### src/rtl/uart.sv
// Full-duplex UART transceiver. Each frame is a start bit, BIT_LEN data bits
// sent LSB first, an optional even-parity bit and a stop bit, one bit per clock.
// Build option: define UART_PARITY_EN to send and check the parity bit.
// rx reports each completed frame; the line idles high, and the tx accepts a
// new word only while it is idle.

module uart_tx #(
  parameter int BIT_LEN = 7
) (
  input  logic               clk,
  input  logic               rstn,
  input  logic               start_i,
  input  logic [BIT_LEN-1:0] data_i,
  output logic               line_o
);
  localparam int CW = (BIT_LEN > 1) ? $clog2(BIT_LEN) : 1;
  localparam logic [CW-1:0] LAST = CW'(BIT_LEN - 1);

  typedef enum logic [2:0] {IDLE = 3'd0, START, DATA, PARITY, STOP} state_t;

  state_t             state, state_d;
  logic [BIT_LEN-1:0] data_q, data_d;
  logic [CW-1:0]      cnt_q, cnt_d;
  logic               line_q, line_d;
`ifdef UART_PARITY_EN
  logic               par_q, par_d;
`endif

  // State, shift register and registered line output.
  always_ff @(posedge clk or posedge rstn) begin
    if (rstn) begin
      state  <= IDLE;
      data_q <= '0;
      cnt_q  <= '0;
      line_q <= 1'b1;
`ifdef UART_PARITY_EN
      par_q  <= 1'b0;
`endif
    end else begin
      state  <= state_d;
      data_q <= data_d;
      cnt_q  <= cnt_d;
      line_q <= line_d;
`ifdef UART_PARITY_EN
      par_q  <= par_d;
`endif
    end
  end

  // Next state; line_d is the bit to drive during the state being entered.
  always_comb begin
    state_d = state;
    data_d  = data_q;
    cnt_d   = cnt_q;
    line_d  = line_q;
`ifdef UART_PARITY_EN
    par_d   = par_q;
`endif
    case (state)
      IDLE: begin
        line_d = 1'b1;
        if (start_i) begin
          state_d = START;
          data_d  = data_i;
          cnt_d   = '0;
          line_d  = 1'b0;
`ifdef UART_PARITY_EN
          par_d   = ^data_i;
`endif
        end
      end
      START: begin
        state_d = DATA;
        line_d  = data_q[0];
        data_d  = data_q >> 1;
      end
      DATA: begin
        if (cnt_q == LAST) begin
`ifdef UART_PARITY_EN
          state_d = PARITY;
          line_d  = par_q;
`else
          state_d = STOP;
          line_d  = 1'b1;
`endif
        end else begin
          cnt_d  = cnt_q + 1'b1;
          line_d = data_q[0];
          data_d = data_q >> 1;
        end
      end
`ifdef UART_PARITY_EN
      PARITY: begin
        state_d = STOP;
        line_d  = 1'b1;
      end
`endif
      STOP: begin
        state_d = IDLE;
        line_d  = 1'b1;
      end
      default: begin
        state_d = IDLE;
        line_d  = 1'b1;
      end
    endcase
  end

  assign line_o = line_q;
endmodule

module uart_rx #(
  parameter int BIT_LEN = 7
) (
  input  logic               clk,
  input  logic               rstn,
  input  logic               line_i,
  output logic [BIT_LEN-1:0] data_o,
  output logic               vld_o
);
  localparam int CW = (BIT_LEN > 1) ? $clog2(BIT_LEN) : 1;
  localparam logic [CW-1:0] LAST = CW'(BIT_LEN - 1);

  typedef enum logic [1:0] {IDLE = 2'd0, DATA, PARITY, STOP} state_t;

  state_t             state, state_d;
  logic [BIT_LEN-1:0] shift_q, shift_d;
  logic [BIT_LEN-1:0] data_q, data_d;
  logic [CW-1:0]      cnt_q, cnt_d;
  logic               vld_q, vld_d;
`ifdef UART_PARITY_EN
  logic               par_q, par_d;
`endif

  // State, shift register and the held result of the last frame.
  always_ff @(posedge clk or posedge rstn) begin
    if (rstn) begin
      state   <= IDLE;
      shift_q <= '0;
      data_q  <= '0;
      cnt_q   <= '0;
      vld_q   <= 1'b0;
`ifdef UART_PARITY_EN
      par_q   <= 1'b0;
`endif
    end else begin
      state   <= state_d;
      shift_q <= shift_d;
      data_q  <= data_d;
      cnt_q   <= cnt_d;
      vld_q   <= vld_d;
`ifdef UART_PARITY_EN
      par_q   <= par_d;
`endif
    end
  end

  // Next state: sample one line bit per clock; publish the word on the stop sample.
  always_comb begin
    state_d = state;
    shift_d = shift_q;
    data_d  = data_q;
    cnt_d   = cnt_q;
    vld_d   = vld_q;
`ifdef UART_PARITY_EN
    par_d   = par_q;
`endif
    case (state)
      IDLE: begin
        if (!line_i) begin
          state_d = DATA;
          cnt_d   = '0;
          vld_d   = 1'b0;
        end
      end
      DATA: begin
        // Bits arrive LSB first, so shift right and insert at the MSB.
        shift_d = shift_q >> 1;
        shift_d[BIT_LEN-1] = line_i;
        if (cnt_q == LAST) begin
`ifdef UART_PARITY_EN
          state_d = PARITY;
`else
          state_d = STOP;
`endif
        end else begin
          cnt_d = cnt_q + 1'b1;
        end
      end
`ifdef UART_PARITY_EN
      PARITY: begin
        par_d   = line_i;
        state_d = STOP;
      end
`endif
      STOP: begin
        // The word is published even when the frame is corrupted.
        data_d  = shift_q;
`ifdef UART_PARITY_EN
        vld_d   = line_i & (par_q == ^shift_q);
`else
        vld_d   = line_i;
`endif
        state_d = IDLE;
      end
      default: state_d = IDLE;
    endcase
  end

  assign data_o = data_q;
  assign vld_o  = vld_q;
endmodule

module uart #(
  parameter int BIT_LEN = 7
) (
  input  logic               clk,
  input  logic               rstn,
  input  logic               tx_start,
  input  logic [BIT_LEN-1:0] tx_data_in,
  output logic               tx_channel_out,
  input  logic               rx_channel_in,
  output logic [BIT_LEN-1:0] rx_data_out,
  output logic               rx_out_vaild
);
  uart_tx #(.BIT_LEN(BIT_LEN)) tx (
    .clk     (clk),
    .rstn    (rstn),
    .start_i (tx_start),
    .data_i  (tx_data_in),
    .line_o  (tx_channel_out)
  );

  uart_rx #(.BIT_LEN(BIT_LEN)) rx (
    .clk     (clk),
    .rstn    (rstn),
    .line_i  (rx_channel_in),
    .data_o  (rx_data_out),
    .vld_o   (rx_out_vaild)
  );
endmodule

### config.mk
export PLATFORM = sky130hd
export DESIGN_NAME = uart
export DESIGN_NICKNAME = d
export VERILOG_FILES = /design/src/rtl/uart.sv
export SDC_FILE = /design/constraint.sdc
export NUM_CORES = 1
export LEC_CHECK = 0
export BUFFER_PORTS_ARGS = -buffer_cell sky130_fd_sc_hd__buf_2
export CORE_MARGIN = 3
export CORE_UTILIZATION = 55
export DETAILED_ROUTE_END_ITERATION = 10
export PLACE_DENSITY = 0.76
export SYNTH_ARGS = -nofsm -noshare
export SYNTH_HDL_FRONTEND = slang
export SYNTH_SLANG_ARGS = --single-unit
### constraint.sdc
create_clock -name clk -period 2.06 [get_ports clk]
set_input_delay 0.206 -clock clk [delete_from_list [all_inputs] [get_ports clk]]
set_output_delay 0.206 -clock clk [all_outputs]
set_load 0.05 [all_outputs]
==> summary.txt, run 1 <==
Timing
  – TNS Setup: 0 ns
  – Final setup margin: 0.312 ns
  – Final setup fails: 0
  – WHS: 0.132 ns
  – Final period util: 0.848
  – RSZ-0062 raised after global routing: false
  – Min Tclk post-route: between 1.5 and 2 ns
  – Final hold vios: 0
  – Slew @ Worst Pin: 0.485 ns
  – Pins Over Slew Limit: 0
  – Max-Slew Margin vs Limit: 0.676
  – Fmax: roughly 0.57 GHz
  – Skew final: 0.00776 ns

Yosys
  – Sequential area share after synthesis: 0.550
  – Area of the mapped netlist: 1550 µm²
  – Distinct cells, synth: 29
  – Top cell type's share of synthesized area: 0.533
  – Synth Warn #: 0
  – Avg Inst Size Synth: approximately 13 µm²
  – Mapped Nets: 139
  – Syn Inst Count: roughly 120
  – Area contributors post-synth: dfrtp_1 (53%), mux2_2 (10%), mux2_4 (5.8%), mux2_1 (3.6%), ha_1 (3.2%)
  – Post-synth top area cell: dfrtp_1
  – FF+latch count, synth: 34

Critical path
  – CP Cell Sequence: inv_1, ha_1, nand2_1, nand3b_1, a21oi_4, mux2_4
  – RR Startpoint: tx.cnt_q[0]$_DFFE_PP0P_
  – R2r setup slk: 0.31 ns
  – CP peak stage delay: 0.42 ns
  – Crit path DAT: 1.97 ns
  – Worst reg-to-reg path cell count: 6
  – Max FO, Critical Path: 8
  – Kind of critical path: flip-flop to flip-flop
  – Crit. End Element: flip-flop
  – Worst path required time: about 2.3 ns
  – Critical Path Slowest Stage Cell: dfrtp_1
  – Startpoint Class: flip-flop
  – R2r endpoint: tx.data_q[0]$_DFFE_PP0P_

Final layout
  – Register area: 852 µm²
  – Final Non-Filler Cells: 180
  – Cell area after layout: 1740 µm²
  – Fin util: 0.679
  – Fill cell count: 200
  – Fin nets: 164
  – Share of cells above drive strength 1: 0.347
  – Number of inserted diodes: 0
  – Area Growth Syn to Fin: 12.5%
  – Multi-input logic area: 652 µm²

Drt
  – WL final: 2380 µm
  – Routed Antenna Nets: 0
  – Vias post-DR: 984
  – DRT iter0 DRCs: 15
  – Pre-antenna DRT Iters: 4
  – Vias/cell: 5.47
  – Avg WL per Cell: between 10 and 15 µm
  – # DRC: 0

Global route
  – Vias in the first global route: between 1,000 and 1,500
  – Total gr overflow: 0
  – Initial antenna violation count: 0
  – Global-route wire length before repair: 4150 µm
  – Largest net degree at the start of global routing: 35
  – Gr usage total: 0.158

Power and ir drop
  – Pwr dens: ~1800 nW/µm²
  – Internal power: 1.82 mW
  – Net Sw Frac: 0.408
  – Design Power: 3.07 mW
  – Part of the power in registers: 0.400
  – Net Sw Power: about 1.3 mW
  – P_leak: 0.838 nW
  – VDD IR-drop max: 1150 µV
  – Combinational power share: 0.476
  – Clk network pwr share: 0.124

Placed design
  – Dpl ws: 0.324 ns
  – Area post-placement: 1670 µm²
  – Dpl cells: 171
  – Hpwl dp: 1740 µm
  – IO buf count: 19
  – Gpl congestion: 0.742

Clock tree
  – Num CTS Buffers: 5
  – Clk root buf: clkbuf_4
  – # resized after CTS: 0
  – H-tree depth: 2
  – Maximum clock insertion buffer count: 2
  – Clock latency on the worst-skew pair: 0.32 ns
  – Worst-path clk slew: 0.11 ns
  – CTS tree: yes
  – Clock sink count: 34
  – # Post-CTS Setup Buffers: 0

Die
  – Num ports: 20
  – Initial core utilization: 0.604
  – Die Span Y: 59.1 µm
  – DIE AREA: 3490 µm²
  – Die X: 59.1 µm
  – Cell Rows: 18
  – Core area: roughly 2600 µm²

Run
  – Max Cap Viol: 0

Min path
  – Worst hold path class: input port to flip-flop
  – Cell count of the worst hold path: 3
  – Hold path startpoint: tx_data_in[6]
  – Hold Path End: tx.data_q[6]$_DFFE_PP0P_

Status
  – Status: complete, no violations
## power by group through the flow
stage | logic, mW | registers [mW] | clock network, mW
3_5_place_dp | 1.47 | 1.25 | 0
4_1_cts | 1.48 | 1.23 | 0.395
3_3_place_gp | 1.43 | 1.22 | 0
5_1_grt | 1.59 | 1.28 | 0.424
6_report | 1.46 | 1.23 | 0.382
2_1_floorplan | 0.965 | 1.48 | 0
## cell usage in the layout, fill, tap and decap left out, drive strengths merged, types with 3 or more instances in the layout
cell,synthesis,final
dfrtp,33,33
mux2,25,25
buf,1,20
nand2,10,10
o21ai,8,8
nor2,8,8
inv,7,7
a21oi,7,7
clkbuf,2,6
ha,4,4
nand3,3,3
## worst max-delay path by stage
stage,start,cells after the start,to,slack (ns)
2_1_floorplan,tx.cnt_q[0]$_DFFE_PP0P_,6,tx.data_q[0]$_DFFE_PP0P_,0.45
3_3_place_gp,tx.cnt_q[0]$_DFFE_PP0P_,6,tx.data_q[0]$_DFFE_PP0P_,0.36
3_5_place_dp,tx.cnt_q[0]$_DFFE_PP0P_,6,tx.data_q[0]$_DFFE_PP0P_,0.32
4_1_cts,tx.cnt_q[0]$_DFFE_PP0P_,6,tx.data_q[0]$_DFFE_PP0P_,0.30
5_1_grt,tx.cnt_q[0]$_DFFE_PP0P_,6,tx.data_q[1]$_DFFE_PP0P_,0.18
6_report,tx.cnt_q[0]$_DFFE_PP0P_,6,tx.data_q[0]$_DFFE_PP0P_,0.31
## registers in the layout (all words and copies together), names as in the netlist
name        flops
rx.data_o       7
rx.vld_o        1
rx.state        2
tx.state        3
tx.data_q       7
tx.cnt_q        3
tx.line_o       1
rx.cnt_q        3
rx.shift_q      7
## final cells by class
| type | count | area share |
|---|---|---|
| clock buffers | 6 | 0.0294 |
| clock inverters | 2 | 0.00717 |
| inverters | 7 | 0.0151 |
| multi-input cells | 80 | 0.374 |
| flip-flops and latches | 34 | 0.489 |
| well taps | 30 | 0.0215 |
| repair buffers | 21 | 0.0646 |
## synthesized netlist by cell type (all sizes together)
cell type and instances:
nand4b 1, mux2 25, a21o 1, a21oi 7
nand2 10, ha 4, dfrtp 33, a31oi 1
a311oi 1, mux2i 2, dfstp 1, inv 7
nor2 8, a22o 2, xnor2 1, clkbuf 2
o21ai 8, or2b 1, nor3 2, and4 1
nand3b 1, buf 1, nand3 3, o21bai 1
## routing by layer
metal | GRT usage | share of wire | vias to the layer above
met1 | 0.185 | 0.45 | 478
met5 | 0 | 0 | -
li1 | - | - | 485
met4 | 0.0777 | 0.0059 | 0
met3 | 0.0458 | 0.047 | 2
met2 | 0.265 | 0.50 | 19
## timing repair
| action | 4_1_cts | 5_1_grt |
|---|---|---|
| setup endpoints to repair | 0 | 0 |
| hold buffers | 1 | 0 |
| hold endpoints to repair | 33 | 0 |
## worst max-delay path, delay by kind of cell, from the launching register on
family,cells,cell delay (ns)
simple gates,2,0.23
compound gates,1,0.36
mux,1,0.34
fa+ha+maj,1,0.24
buf+inv,1,0.06
flops,1,0.42
## kinds of logic (layout without fill, tap and decap cells)
kind of cell	Yosys count	count (layout)	synth area share
muxes	27	27	0.209
and+or+nand+nor	27	27	0.0823
DFF	34	34	0.550
adders and majority gates	4	4	0.0323
xor gates and xnor gates	1	1	0.0105
buffers and inverters	10	36	0.0299
AOI/OAI and AO/OA	21	21	0.0864
Note: power is estimated with default switching activity, not from simulation.
==> run 2: changes to the inputs <==
CORE_UTILIZATION = 50   (was 55)
PLACE_DENSITY = 0.73   (was 0.76)
clock period = 1.45 ns   (was 2.06 ns; I/O delays follow)
==> summary.txt, run 2 (synthesized netlist as in run 1, its figures left out) <==
Drt
  – DRT iter0 DRCs: 53 (+38)
  – Pre-antenna DRT Iters: 4 (unchanged)
  – WL final: 2690 µm (+13%)
  – Routed Antenna Nets: 0 (unchanged)
  – Avg WL per Cell: 13.7 µm (+3.8%)
  – Vias/cell: 5.38 (-1.5%)
  – Vias post-DR: 1,055 (+7.2%)
  – # DRC: 0 (unchanged)

Global route
  – Global-route wire length before repair: 4520 µm (+9.0%)
  – Initial antenna violation count: 0 (unchanged)
  – Gr usage total: 0.171 (+0.0133)
  – Vias in the first global route: 1,001 (-1.1%)
  – Largest net degree at the start of global routing: 35 (unchanged)
  – Total gr overflow: 0 (unchanged)

Timing
  – Skew final: 0.0130 ns (+0.00523 ns)
  – Min Tclk post-route: 1.54 ns (-0.211 ns)
  – Final hold vios: 0 (unchanged)
  – Pins Over Slew Limit: 0 (unchanged)
  – Final setup margin: -0.0866 ns (-0.399 ns)
  – Final setup fails: 7 (+7)
  – Final period util: 1.06 (+0.211)
  – TNS Setup: -0.528 ns (-0.528 ns)
  – RSZ-0062 raised after global routing: true
  – Max-Slew Margin vs Limit: 0.724 (+0.0477)
  – Fmax: 0.651 GHz (+14%)
  – Slew @ Worst Pin: 0.414 ns (-0.0710 ns)

Die
  – Cell Rows: 19 (+1)
  – Die X: 61.7 µm (+4.4%)
  – Die Span Y: 61.7 µm (+4.4%)
  – DIE AREA: 3800 µm² (+9.0%)
  – Core area: 2850 µm² (+11%)
  – Num ports: 20 (unchanged)
  – Initial core utilization: 0.543 (-0.0604)

Final layout
  – Final Non-Filler Cells: 196 (+8.9%)
  – Area Growth Syn to Fin: 22.6%
  – Commonest non-fill, non-tap cell in the layout: dfrtp_1
  – Share of cells above drive strength 1: 0.418 (+0.0715)
  – Number of inserted diodes: 0 (unchanged)
  – Fin util: 0.666 (-0.0131)
  – Most frequent cells in the layout: dfrtp_1 (33), buf_2 (19), buf_4 (15), mux2_2 (14), nand2_1 (9)
  – Fill cell count: 221 (+11%)
  – Fin nets: 179 (+9.1%)

Status
  – Failing checks: setup timing
  – Status: complete, but fails checks

Power and ir drop
  – VDD IR-drop max: 1260 µV (+9.8%)
  – P_leak: 0.926 nW (+11%)
  – Pwr dens: 2570 nW/µm² (+46%)

Clock tree
  – Clk root buf: clkbuf_4
  – Clock sink count: 34 (unchanged)
  – CTS tree: yes
  – Clock latency on the worst-skew pair: 0.34 ns (+0.02 ns)
  – Maximum clock insertion buffer count: 2 (unchanged)
  – H-tree depth: 2 (unchanged)
  – Num CTS Buffers: 5 (unchanged)
  – Worst-path clk slew: 0.10 ns (about the same)

Critical path
  – Crit. End Element: flip-flop
  – Startpoint Class: flip-flop
  – Critical Path Slowest Stage Cell: dfrtp_1
  – Max FO, Critical Path: 8 (unchanged)
  – CP peak stage delay: 0.36 ns (-0.06 ns)
  – Worst path required time: 1.67 ns (-0.61 ns)
  – Crit path DAT: 1.76 ns (-0.21 ns)
  – Kind of critical path: flip-flop to flip-flop
  – CP Cell Sequence: inv_1, ha_2, nand2_2, nand3b_1, a21oi_4, buf_12, mux2_4

Placed design
  – IO buf count: 19 (unchanged)
  – Dpl cells: 182 (+6.4%)
  – Hpwl dp: 1990 µm (+14%)
  – Gpl congestion: 0.791 (+6.5%)

Run
  – Max Cap Viol: 0 (unchanged)

Min path
  – Worst hold path class: input port to flip-flop
## run 2: changes by cell type in the layout (fill, tap and decap cells not counted), sizes merged
cell and delta:
buf +15, bufinv +1, clkbuf -1, clkinv +1
clkinvlp -1
## run 2: report_power, final
group | switching (mW) | total [mW] | internal (mW)
clock network | 0.313 | 0.670 | 0.357
registers | 0.292 | 1.71 | 1.41
logic | 1.29 | 2.52 | 1.23
## run 2: layout make-up
type,count,area [µm²],share of cell area
clock buffers,5,37.5,0.0197
flip-flops and latches,34,852,0.448
inverters,7,26.3,0.0138
repair buffers,36,238,0.125
well taps,31,38.8,0.0204
clock inverters,3,40.0,0.0211
multi-input cells,80,668,0.352
## run 2: final timing paths
| kind | endpoint | cells past startpoint | start | slack, ns |
|---|---|---|---|---|
| worst min-delay path | tx.state[0]$_DFFE_PP0P_ | 3 | tx_start | 0.06 |
| max in group asynchronous | tx.line_o$_DFF_PP1_ | 4 | rstn | 0.69 |
| min in group asynchronous | rx.cnt_q[2]$_DFFE_PP0P_ | 4 | rstn | 0.42 |
| worst max-delay path | tx.data_q[1]$_DFFE_PP0P_ | 7 | tx.cnt_q[0]$_DFFE_PP0P_ | -0.09 |
| worst max register to register | tx.data_q[1]$_DFFE_PP0P_ | 7 | tx.cnt_q[0]$_DFFE_PP0P_ | -0.09 |
| worst min register to register | rx.vld_o$_DFFE_PP0P_ | 2 | rx.vld_o$_DFFE_PP0P_ | 0.51 |
## run 2: per-stage QoR
step           total power, mW  instance area [µm²]  setup slack (ns)  hold WS (ns)
2_1_floorplan             3.48                 1550            -0.144         0.276
3_3_place_gp              4.01                 1760           -0.0648         0.248
3_5_place_dp              4.14                 1760            -0.131         0.256
4_1_cts                   4.93                 1890           -0.0997        0.0385
5_1_grt                   5.24                 1900            -0.174        0.0623
6_report                  4.89                 1900           -0.0866        0.0641
## run 2: metal layers
metal	vias to the layer above	track usage	wire, µm
met2	19	0.262	1360
met1	519	0.212	1190
li1	513	-	-
met4	0	0.0788	38
met3	4	0.0713	107
met5	-	0	0
## run 2: critical path, delay by kind of cell, from the launching register on
family / cells / cell delay, ns
flops: 1 / 0.36
mux: 1 / 0.30
buf+inv: 2 / 0.20
simple gates: 2 / 0.20
fa+ha+maj: 1 / 0.18
compound gates: 1 / 0.18
## run 2: timing repair
item                       4_1_cts  5_1_grt
hold buffers                     1        0
gates cloned                     0        0
setup endpoints to repair        7        7
pin swaps                        2        1
resized for setup                2        1
setup buffers                    4        1
hold endpoints to repair        33        0
